**config.mk**
```make
export PLATFORM = sky130hd
export DESIGN_NAME = alu_share_ctrl
export DESIGN_NICKNAME = d
export VERILOG_FILES = /design/src/rtl/alu_share_ctrl.sv
export SDC_FILE = /design/constraint.sdc
export NUM_CORES = 1
export LEC_CHECK = 0
export ABC_AREA = 1
export CAP_MARGIN = 20
export CELL_PAD_IN_SITES_DETAIL_PLACEMENT = 0
export CELL_PAD_IN_SITES_GLOBAL_PLACEMENT = 1
export CORE_UTILIZATION = 28
export DETAILED_ROUTE_END_ITERATION = 10
export GPL_ROUTABILITY_DRIVEN = 0
export GPL_TIMING_DRIVEN = 0
export HOLD_SLACK_MARGIN = 0.08
export PLACE_DENSITY = 0.84
export SETUP_SLACK_MARGIN = 0.2
export SYNTH_ARGS = -nofsm -noshare
export SYNTH_HDL_FRONTEND = slang
export SYNTH_SLANG_ARGS = --single-unit
```
**constraint.sdc**
```tcl
create_clock -name Clk -period 3.1 [get_ports Clk]
set_input_delay 0.62 -clock Clk [delete_from_list [all_inputs] [get_ports Clk]]
set_output_delay 0.62 -clock Clk [all_outputs]
set_load 0.02 [all_outputs]
```
**src/rtl/alu_share_ctrl.sv**
```systemverilog
// alu_share_ctrl: shares one 32-bit ALU between two requesters.
// Round-robin grant, operand capture, fixed execute window, one-cycle response.
module alu_share_ctrl #(
  parameter int MUL_CYCLES = 4,
  parameter int OP_CYCLES  = 1
) (
  input  logic        Clk,
  input  logic        Reset,
  input  logic        ReqValid0,
  input  logic        ReqValid1,
  output logic        ReqReady0,
  output logic        ReqReady1,
  input  logic [5:0]  ReqCtl0,
  input  logic [5:0]  ReqCtl1,
  input  logic [31:0] ReqA0,
  input  logic [31:0] ReqA1,
  input  logic [31:0] ReqB0,
  input  logic [31:0] ReqB1,
  output logic [5:0]  AluControl,
  output logic [31:0] AluA,
  output logic [31:0] AluB,
  input  logic [31:0] AluResult,
  output logic        RspValid,
  output logic        RspId,
  output logic [31:0] RspResult,
  output logic        RspZero,
  output logic        RspIllegal
);

  localparam logic [5:0] OP_ADD = 6'b100000;
  localparam logic [5:0] OP_SUB = 6'b100010;
  localparam logic [5:0] OP_MUL = 6'b011000;
  localparam logic [5:0] OP_AND = 6'b100100;
  localparam logic [5:0] OP_OR  = 6'b100101;
  localparam logic [5:0] OP_NOR = 6'b100111;
  localparam logic [5:0] OP_XOR = 6'b100110;
  localparam logic [5:0] OP_SLL = 6'b000000;
  localparam logic [5:0] OP_SRL = 6'b000010;
  localparam logic [5:0] OP_SLT = 6'b101010;

  localparam logic [3:0] LEN_MUL = 4'(MUL_CYCLES);
  localparam logic [3:0] LEN_OP  = 4'(OP_CYCLES);

  typedef enum logic [1:0] {
    IDLE,
    EXEC,
    RESP
  } state_t;

  state_t      state;
  state_t      nxt;

  logic        last;
  logic [3:0]  cnt;
  logic [5:0]  op_ctl;
  logic [31:0] op_a;
  logic [31:0] op_b;
  logic        op_id;
  logic        op_ill;

  logic        rsp_id;
  logic [31:0] rsp_result;
  logic        rsp_ill;

  logic        grant0;
  logic        grant1;
  logic        accept;
  logic [5:0]  sel_ctl;
  logic [31:0] sel_a;
  logic [31:0] sel_b;
  logic        sel_legal;
  logic [3:0]  sel_len;
  logic        last_cycle;

  // Round-robin grant: on contention the port not granted last time wins.
  always_comb begin
    grant0    = ReqValid0 & (~ReqValid1 | last);
    grant1    = ReqValid1 & (~ReqValid0 | ~last);
    ReqReady0 = (state == IDLE) & grant0;
    ReqReady1 = (state == IDLE) & grant1;
    accept    = ReqReady0 | ReqReady1;
  end

  // Pick the granted request and classify its opcode.
  always_comb begin
    sel_ctl   = grant1 ? ReqCtl1 : ReqCtl0;
    sel_a     = grant1 ? ReqA1   : ReqA0;
    sel_b     = grant1 ? ReqB1   : ReqB0;
    sel_legal = 1'b0;
    sel_len   = LEN_OP;
    unique case (sel_ctl)
      OP_MUL: begin
        sel_legal = 1'b1;
        sel_len   = LEN_MUL;
      end
      OP_ADD, OP_SUB, OP_AND, OP_OR, OP_NOR,
      OP_XOR, OP_SLL, OP_SRL, OP_SLT:
        sel_legal = 1'b1;
      default: sel_legal = 1'b0;
    endcase
  end

  assign last_cycle = (cnt == 4'd1);

  // State register.
  always_ff @(posedge Clk) begin
    if (!Reset) state <= IDLE;
    else        state <= nxt;
  end

  // Next-state logic.
  always_comb begin
    nxt = state;
    unique case (state)
      IDLE:    if (accept) nxt = EXEC;
      EXEC:    if (last_cycle) nxt = RESP;
      RESP:    nxt = IDLE;
      default: nxt = IDLE;
    endcase
  end

  // Operand capture, window counter and result capture.
  always_ff @(posedge Clk) begin
    if (!Reset) begin
      last       <= 1'b1;
      cnt        <= '0;
      op_ctl     <= '0;
      op_a       <= '0;
      op_b       <= '0;
      op_id      <= 1'b0;
      op_ill     <= 1'b0;
      rsp_id     <= 1'b0;
      rsp_result <= '0;
      rsp_ill    <= 1'b0;
    end else if (accept) begin
      last   <= grant1;
      cnt    <= sel_len;
      op_id  <= grant1;
      op_ill <= ~sel_legal;
      op_ctl <= sel_legal ? sel_ctl : OP_ADD;
      op_a   <= sel_legal ? sel_a : '0;
      op_b   <= sel_legal ? sel_b : '0;
    end else if (state == EXEC) begin
      cnt <= cnt - 4'd1;
      if (last_cycle) begin
        rsp_id     <= op_id;
        rsp_ill    <= op_ill;
        rsp_result <= op_ill ? '0 : AluResult;
      end
    end
  end

  // ALU drive and response outputs.
  always_comb begin
    AluControl = op_ctl;
    AluA       = op_a;
    AluB       = op_b;
    RspValid   = (state == RESP);
    RspId      = rsp_id;
    RspResult  = rsp_result;
    RspZero    = (rsp_result == '0);
    RspIllegal = rsp_ill;
  end

endmodule

```
======== Word-level counts from Yosys, hierarchy flattened ========
Index checks and enable logic that the tools add are counted.
storage, ports and cells
  flip-flop bits (word level) ............. 113
  input bits .............................. 176
  output and inout bits ................... 108
  word-level logic and storage cells ...... 59
cells by class
  add/subtract/negate cells ............... 1
  equal/unequal tests ..................... 14
  multiplexer cells ....................... 14
  bitwise gates (word level) .............. 12
  reduce and logical (&&, ||, !) cells .... 7
operators with widths
  kind                   number
  $mux W32               5
  $eq A6 B6 Y1 const B   7
  $logic_not A32 Y1      1
  $mux W6                2
  $reduce_or A10 Y1      1
  $mux W4                2
  $eq A6 B2 Y1 const B   1
  $eq A6 B5 Y1 const B   1
  $logic_not A6 Y1       1
  $not A1 Y1             5
  $and A1 B1 Y1          4
  $eq A4 B1 Y1 const B   1
  $mux W2                2
  $ne A2 B2 Y1 const B   2
  $pmux W2 S2            1
  $sub A4 B1 Y4 const B  1
  $mux W3                1
  $or A1 B1 Y1           3
  $reduce_and A3 Y1      1
  $eq A2 B1 Y1 const B   1
  $eq A2 B2 Y1 const B   1
  $logic_not A2 Y1       1
  $reduce_and A2 Y1      1
  $reduce_bool A2 Y1     1
  $mux W1                1

======== Logic depth before layout (Yosys ltp) ========
Gate-level depths: netlist of the first run.
  depth after elaboration ................. 8
  depth in mapped cells ................... 11
  mapped depth without buffers ............ 10

======== Least setup slack after synthesis of the first run ========
Ideal clock, no wire load.
  path type ............................... input to register
  start point ............................. input ReqValid1
  end point ............................... register op_b[14] (netlist: AluB[14])
  data arrival time ....................... 1698 ps
  required time ........................... 2987 ps
  path slack .............................. 1288 ps
  stages on the path ...................... 7
  buffers on the path ..................... 3
  cell sequence ........................... buf_4 -> nand2_2 -> buf_2 -> buf_4 -> mux2_2 -> nand3_1 -> nand2_1
between the ends
  word-level cells in the longest chain between the ends .. 6
  elaborated cells between the ends (all ways) .. 22
ends and longest elaborated chain
  what                                  line  RTL
  from (decl)                           10    input logic ReqValid1,
  $and A1 B1 Y1                         78    grant1 = ReqValid1 & (~ReqValid0 | ~last);
  $mux W6                               86    sel_ctl = grant1 ? ReqCtl1 : ReqCtl0;
  $eq A6 B6 Y1 (tied with other cells)  91    unique case (sel_ctl)
  $reduce_or A10 Y1 (no source line)    n/a
  $mux W1                               91
  $mux W32                              142   op_b <= sel_legal ? sel_b : '0;
  to (signal assigned)                  142
  to (decl)                             57    logic [31:0] op_b;
Parallel ways exist; a longest one is shown, timed or not.
A chain may end at the register's enable or synchronous reset.

======== Final worst setup path of the first run ========
  start point ............................. input ReqValid0
  end point ............................... output ReqReady1
between the ends
  word-level cells in the longest chain between the ends .. 4
ends and longest elaborated chain
  what           line  RTL
  from (decl)    9     input logic ReqValid0,
  $not A1 Y1     78
  $or A1 B1 Y1   78
  $and A1 B1 Y1  78
  $and A1 B1 Y1  80    ReqReady1 = (state == IDLE) & grant1;
  to (decl)      12    output logic ReqReady1,
No other way between the ends.

==> flow_summary.ini, run 1 <==
[clock_network]
cts_buffer_depth = 2
cts_setup_buffers = 0
hold_buffers = 0
cts_resized = 0
path_clk_slew_ps = 60
cts_buffers = 17
clock-sinks = 113
clock_latency_ps = 420
h-tree-depth = 4
tritoncts = built
clockRootBuffer = clkbuf_16

[setup_path]
rrSetupSlack_ps = 1200
critPathKind = in2out
r2r-end = AluB[3]
cp-end-kind = primary output
cp_max_fo = 8
r2r_start = last
critPathRequiredTime_ps = 2480
arrival_ps = 2150
ff2ff_path_depth = 7
cp-start-kind = input port

[global_routing]
overflow = 0
grt_pass1_wl_um = 26850
grt_pass1_vias = 5087
grtUsageTotal_pct = 19.34
grt_max_degree = 17
antenna_found_initial = 0

[floorplan]
die_area_mm2 = 0.01842
core_mm2 = 0.01736
die_h_um = 135.7
ios = 284
die_x_um = 135.7
fp-row-count = 48
start_util_pct = 28.84

[worst_hold_path]
whs_path_depth = 2
hold_class = reg2reg
worstHoldStart = AluA[28]
min_to = AluA[28]

[yosys]
synthesis.nets = 802
netlist_instances = 624
synth.cell_area_mm2 = 0.005006
synth_area_per_cell_um2 = 8.023
yosys_warnings = 0
ys_ff_latch = 113
yosysSeqAreaShare_pct = 45.19
netlist-cell-type-count = 24

[pwr]
peakVddDrop_mv = 0.3771
power_leakage_nw = 3.572
power_density_mw_per_mm2 = 533.1

[cells_and_area]
fin_util_pct = 50.29
finish.net_count = 1103
fillers = 1712
syn2layout_area_growth_pct = 74.36
drive_above_1_share_pct = 14.50
diodes = 0

[sta]
tns_ps = 0
finalHoldViolCount = 0
fin_worst_skew_ps = 10.98
fmax_mhz = 361.7
setup_viol = 0
slew_headroom_pct = 63.91
worst_pin_slew_ps = 541.3
rsz0062_at_grt = no
fin_crit_ps = 2765
post-route-period-util_pct = 89.19
slew_violations = 0

[route]
post-route-drc-count = 0
viasPerCell = 4.439
routed_wirelength_um = 17340
dr.pass1.iters = 6
drt.antenna.violating_nets = 0
drt-met1-wl_um = 7288
vias = 5163
wl_per_cell_um = 14.91
drt_iter0_drc = 192
dr_wl_met2_um = 8379
wl_met3_um = 1433
dr.max_layer_used = met4

[job]
drv_cap = 0

[placed_design]
dp_hpwl_um = 13040
port_buffers = 282

[run_status]
status = complete, no violations
## power by group
part	internal [mW]	switching [mW]	total [mW]	leakage (nW)
logic	0.523	0.507	1.03	2.37
registers	1.53	0.0486	1.58	0.915
clock network	1.29	0.746	2.04	0.282
total	3.35	1.30	4.65	3.57
## Yosys cell counts
cell type / n / area share (%)
nand3_2: 1 / 0.20
xor2_1: 3 / 0.52
buf_4: 17 / 2.5
o21ai_0: 4 / 0.40
nand2_2: 5 / 0.62
buf_2: 9 / 0.90
o211ai_1: 1 / 0.15
mux2_2: 64 / 14
nor2_2: 3 / 0.37
nor3_1: 3 / 0.30
nand3b_1: 1 / 0.15
ha_1: 2 / 0.50
nand2_1: 226 / 17
o21a_1: 1 / 0.15
dfxtp_1: 113 / 45
inv_2: 3 / 0.22
nand3_1: 80 / 8.0
clkbuf_1: 13 / 0.97
a21oi_1: 39 / 3.9
nor4_1: 8 / 1.0
nand4_1: 3 / 0.37
nor2_1: 8 / 0.60
inv_1: 15 / 1.1
nor2_4: 2 / 0.45
## layer usage
metal	track usage (%)	vias up
li1	-	2666
met1	22.31	2303
met2	32.23	179
met3	7.707	15
met4	6.617	0
met5	0	-
## worst max-delay path by stage
stage / startpoint / to / slack [ps]
finish: ReqValid0 / ReqReady1 / 330
global route: ReqValid0 / ReqReady1 / 260
CTS: ReqValid0 / ReqReady1 / 350
detailed placement: ReqValid0 / ReqReady1 / 350
global placement: ReqValid0 / ReqReady1 / 330
floorplan: ReqValid1 / AluB[14] / 1290
## layout make-up
type	count	area, µm²	share of cell area, %
Clock buffer	18	439.2	5.032
Clock inverter	14	178.9	2.050
Timing Repair Buffer	282	2823	32.34
Sequential cell	113	2262	25.92
Inverter	18	67.56	0.7741
Multi-Input combinational cell	454	2455	28.12
Buffer	39	221.5	2.537
Tap cell	225	281.5	3.225
## layout by cell type (no fill, tap or decap)
cell / count
a21oi_1: 39
buf_2: 9
buf_4: 17
bufinv_16: 3
clkbuf_1: 13
clkbuf_16: 17
clkbuf_8: 1
clkdlybuf4s50_1: 282
clkinv_4: 1
clkinvlp_4: 6
dfxtp_1: 113
ha_1: 2
inv_1: 15
inv_2: 3
inv_6: 4
mux2_2: 64
nand2_1: 226
nand2_2: 5
nand3_1: 80
nand3_2: 1
nand3b_1: 1
nand4_1: 3
nor2_1: 8
nor2_2: 3
nor2_4: 2
nor3_1: 3
nor4_1: 8
o211ai_1: 1
o21a_1: 1
o21ai_0: 4
xor2_1: 3
## flip-flops by register name (all words and copies together) (netlist names)
register    count
AluA           32
AluB           32
op_id           1
AluControl      6
cnt             4
op_ill          1
state           2
last            1
RspId           1
RspResult      32
RspIllegal      1
## worst max-delay path: stages
cell             delay, ps
clkdlybuf4s50_1        440
nand2_2                190
nand3_1                200
inv_1                   90
clkdlybuf4s50_1        590
## cell families after synthesis
group                      share of synthesized area, %
AOI/OAI and AO/OA                                 4.599
xor gates and xnor gates                         0.5250
adders and majority gates                        0.4998
buffers and inverters                             5.773
DFF                                               45.19
muxes                                             14.40
and+or+nand+nor                                   29.02
## stage by stage
step           setup slack (ps)  instances  hold WS (ps)  total power [mW]  area [µm²]
2_1_floorplan              1288        624         441.7             2.131        5006
3_3_place_gp              332.2       1131         435.7             2.655        8110
3_5_place_dp              354.9       1131         438.6             2.653        8110
4_1_cts                   352.1       1163         451.1             4.711        8728
5_1_grt                   259.1       1163         466.6             4.884        8728
6_report                  335.0       1163         449.2             4.653        8728
Note: power is estimated with default switching activity, not from simulation.
==> run 2, diff against run 1 <==
ABC_AREA = not set   (was 1)
CORE_UTILIZATION = 30   (was 28)
PLACE_DENSITY = 0.85   (was 0.84)
==> run 2 against run 1 <==
Setup slack got worse by 6.8 ps. Core utilization rose by 4.0 points. Clock power about the same. Critical endpoint unchanged.
==> flow_summary.ini, run 2 <==
[route]
dr.pass1.iters = 4
post-route-drc-count = 0
wl_per_cell_um = 16.49
drt.antenna.violating_nets = 0
routed_wirelength_um = 16660
vias = 4849
viasPerCell = 4.801
drt_iter0_drc = 111

[sta]
final.setup.worst_slack_ps = 328.2
fin_crit_ps = 2772
fmax_mhz = 360.8
slew_headroom_pct = 66.41
post-route-period-util_pct = 89.41
setup_viol = 0
tns_ps = 0
slew_violations = 0
worst_pin_slew_ps = 503.8
finalHoldViolCount = 0
timing.hold.ws_ps = 455.6
rsz0062_at_grt = no
fin_worst_skew_ps = 7.710

[cells_and_area]
fin_cells = 1010
multi_input_area_mm2 = 0.002491
regArea_mm2 = 0.002262
finish.net_count = 959
stdcell_area_mm2 = 0.008687
fillers = 1444
diodes = 0
drive_above_1_share_pct = 7.935
syn2layout_area_growth_pct = 75.02
layout_commonest_cell = clkdlybuf4s50_1
fin_util_pct = 54.29
final_cell_mix = clkdlybuf4s50_1, dfxtp_1, o2bb2ai_1

[yosys]
synth-edff-count = 0
netlist-cell-type-count = 50
synthArstFlopShare_pct = 0
synth_top_area_share_pct = 45.58
netlist_instances = 479
yosys_warnings = 0
synthesis.nets = 657
synth.cell_area_mm2 = 0.004964
yosys.area.top_type = dfxtp_1
synth_area_leaders = dfxtp_1, mux2i_1, o2bb2ai_1, a21boi_1, nand3b_1
synth_most_common_cell = dfxtp_1
synth_area_per_cell_um2 = 10.36
ys_ff_latch = 113
yosys-top-cells-count = dfxtp_1, o2bb2ai_1, mux2i_1, nand2_1, a21boi_1
yosysSeqAreaShare_pct = 45.58
synthFlopType = dfxtp_1

[clock_network]
clockRootBuffer = clkbuf_16
cts_setup_buffers = 0
cts_resized = 7
clock_latency_ps = 410
clock-sinks = 113
tritoncts = built
h-tree-depth = 4
cts_buffer_depth = 2
path_clk_slew_ps = 50
hold_buffers = 0
cts_buffers = 17

[setup_path]
critPathRequiredTime_ps = 2480
arrival_ps = 2150
cp-start-kind = input port
cp-end-kind = primary output
critPathKind = in2out
cp_max_fo = 10

[global_routing]
grtUsageMet2_pct = 34.80
busiest_layer = met2
antenna_found_initial = 0
grt_pass1_vias = 5031
overflow = 0
gr-usage-met3_pct = 6.759
met1_usage_pct = 21.11
grt_pass1_wl_um = 25610
grtUsageTotal_pct = 19.58
grt_max_degree = 17

[floorplan]
fp-row-count = 46
die_area_mm2 = 0.01706
ios = 284
die_x_um = 130.6
die_h_um = 130.6
core_mm2 = 0.01600
start_util_pct = 31.02

[placed_design]
dp_cells = 978
post-place-ws_ps = -330.0
placedInstanceArea_mm2 = 0.008066
port_buffers = 283
dp_hpwl_um = 13180

[worst_hold_path]
hold_class = reg2reg

[pwr]
peakVddDrop_mv = 0.3702
power_leakage_nw = 3.377
total_power_mw = 4.589
power_density_mw_per_mm2 = 528.3

[run_status]
status = complete, no violations

[job]
drv_cap = 0
==> run 2: cell type report <==
cell class                      count  area share [%]
Clock inverter                     10           1.512
Timing Repair Buffer              283           32.58
Multi-Input combinational cell    324           28.68
Tap cell                          216           3.111
Clock buffer                       22           5.574
Inverter                            2         0.08642
Sequential cell                   113           26.04
Buffer                             40           2.420
==> run 2: worst paths after layout <==
path | startpoint | to | slack [ps] | cells past startpoint
max | ReqValid0 | ReqReady1 | 330 | 6
min | RspIllegal | RspIllegal | 460 | 2
max reg2reg | cnt[0] | RspResult[12] | 1240 | 7
min reg2reg | RspIllegal | RspIllegal | 460 | 2
==> run 2: critical path, cell delays in order <==
cell,delay [ps]
clkdlybuf4s50_1,530
a21bo_1,240
buf_2,190
buf_4,220
nor3_2,140
buf_2,210
==> run 2: kinds of logic (layout without fill, tap and decap cells) <==
family | after synthesis | after routing | share of synthesized area (%)
compound gates | 133 | 133 | 22.46
xor+xnor | 2 | 2 | 0.3530
fa+ha+maj | 2 | 2 | 0.5041
buf+inv | 42 | 357 | 4.336
flops | 113 | 113 | 45.58
mux | 66 | 66 | 13.31
simple gates | 121 | 121 | 13.46
==> run 2: routing by layer <==
metal / up-vias / share of wire (%)
met5: - / 0
met4: 0 / 2.0
met3: 27 / 8.5
met2: 204 / 50
met1: 2216 / 39
li1: 2402 / -
==> run 2: report_power, final <==
| part | switching (mW) | internal, mW |
|---|---|---|
| combinational | 0.446 | 0.529 |
| clock | 0.666 | 1.34 |
| sequential | 0.0625 | 1.54 |
| total | 1.17 | 3.41 |
==> run 3, diff against run 2 <==
CORE_UTILIZATION = 40   (was 30)
DONT_BUFFER_PORTS = 1   (was not set)
PLACE_DENSITY = 0.7   (was 0.85)
==> run 3 against run 2 <==
Clock power is 3% lower. Critical endpoint unchanged. Final cell count is 33% lower. Count of clock-buffer cells in the layout is 1 higher. Power is 9.6% lower. Flip-flop and latch count stayed put. Combinational power is 50% lower. First-iteration DRC count is 92% higher. Critical path type is now reg2out. Non-clock buffer count is 283 lower. Via count is 22% lower. Critical path depth is 2 lower. Sequential share of layout area is 13 points higher.
==> flow_summary.ini, run 3 (same netlist as run 2, synthesis figures left out) <==
[run_status]
status = complete, no violations

[clock_network]
clock_latency_ps = 410
h-tree-depth = 4
cts_resized = 0
clockRootBuffer = clkbuf_16
cts_buffer_depth = 2
path_clk_slew_ps = 50
cts_buffers = 17
tritoncts = built
cts_setup_buffers = 0
hold_buffers = 0
clock-sinks = 113

[sta]
tns_ps = 0
worst_pin_slew_ps = 790.7
rsz0062_at_grt = no
slew_headroom_pct = 46.88
fin_worst_skew_ps = 4.409
setup_viol = 0
fin_crit_ps = 2631
post-route-period-util_pct = 84.86
finalHoldViolCount = 0
slew_violations = 0
fmax_mhz = 380.1

[setup_path]
cp-start-kind = flip-flop
arrival_ps = 2010
critPathSlowestCell = nor3_1
cp-end-kind = primary output
r2r_start = cnt[0]
critPathKind = reg2out
crit_start = last
cpMostUsedCell = buf_2
cp_max_fo = 10
crit_path_cell_trace = a21bo_1 > buf_2 > buf_2 > nor3_1
critPathRequiredTime_ps = 2480
max_stage_delay_ps = 650

[route]
wl_per_cell_um = 20.70
post-route-drc-count = 0
drt.antenna.violating_nets = 0
vias = 3793
routed_wirelength_um = 14060
dr.pass1.iters = 4
viasPerCell = 5.586
drt_iter0_drc = 213

[cells_and_area]
fin_util_pct = 47.88
diodes = 0
final_cell_mix = dfxtp_1, o2bb2ai_1, mux2i_1
syn2layout_area_growth_pct = 16.36
layout_commonest_cell = dfxtp_1
finish.net_count = 676
drive_above_1_share_pct = 11.94

[worst_hold_path]
worstHoldStart = AluResult[13]
hold_class = in2reg

[floorplan]
die_area_mm2 = 0.01286
start_util_pct = 41.15
ios = 284
die_x_um = 113.4
die_h_um = 113.4
core_mm2 = 0.01206
fp-row-count = 40

[pwr]
power_density_mw_per_mm2 = 717.9
power_leakage_nw = 2.295
total_power_mw = 4.146
peakVddDrop_mv = 0.3570

[job]
drv_cap = 0

[global_routing]
antenna_found_initial = 0
overflow = 0
grt_max_degree = 17
grt_pass1_vias = 3897
grt_pass1_wl_um = 21470
grtUsageTotal_pct = 22.21

[placed_design]
dp_hpwl_um = 10710
port_buffers = 0
[run 3: cell type report]
type	instances	area (µm²)
Fill cell	1133	6286
Multi-Input combinational cell	324	2486
Sequential cell	113	2262
Clock buffer	23	498.0
Tap cell	168	210.2
Buffer	40	207.7
Clock inverter	9	103.9
Inverter	2	7.507
[run 3: routing by layer]
layer / track usage [%] / wire length [µm] / part of all wire [%]
met1: 26.19 / 5829 / 41
met2: 36.97 / 7015 / 50
met3: 8.183 / 1070 / 7.6
met4: 8.158 / 140 / 1.0
met5: 0 / 0 / 0
[run 3: final timing paths]
path	end	slack (ps)	cells past startpoint
max	ReqReady1	470	4
min	RspResult[13]	370	2
max reg2reg	RspResult[30]	1210	7
min reg2reg	RspId	470	2
[run 3: metrics by stage]
stage / hold slack, ps / worst slack (ps) / instances / area, µm²
3_3_place_gp: 447.3 / 593.0 / 647 / 5174
3_5_place_dp: 457.8 / 579.4 / 647 / 5174
6_report: 374.9 / 469.2 / 679 / 5776
2_1_floorplan: 431.2 / 838.5 / 479 / 4964
4_1_cts: 358.6 / 432.6 / 679 / 5776
5_1_grt: 362.9 / 359.5 / 679 / 5776
[run 3: power by group]
group          internal [mW]  switching [mW]  leakage (nW)
clock                   1.28           0.668         0.295
sequential              1.54           0.167         0.918
combinational          0.201           0.282          1.08
total                   3.03            1.12          2.29
[run 3: critical path: cells and delay by family, from the launching register on]
kind	cells	cell delay, ps
AO/OA/AOI/OAI	1	170
buffers and inverters	2	450
flip-flops	1	340
AND/OR/NAND/NOR	1	650
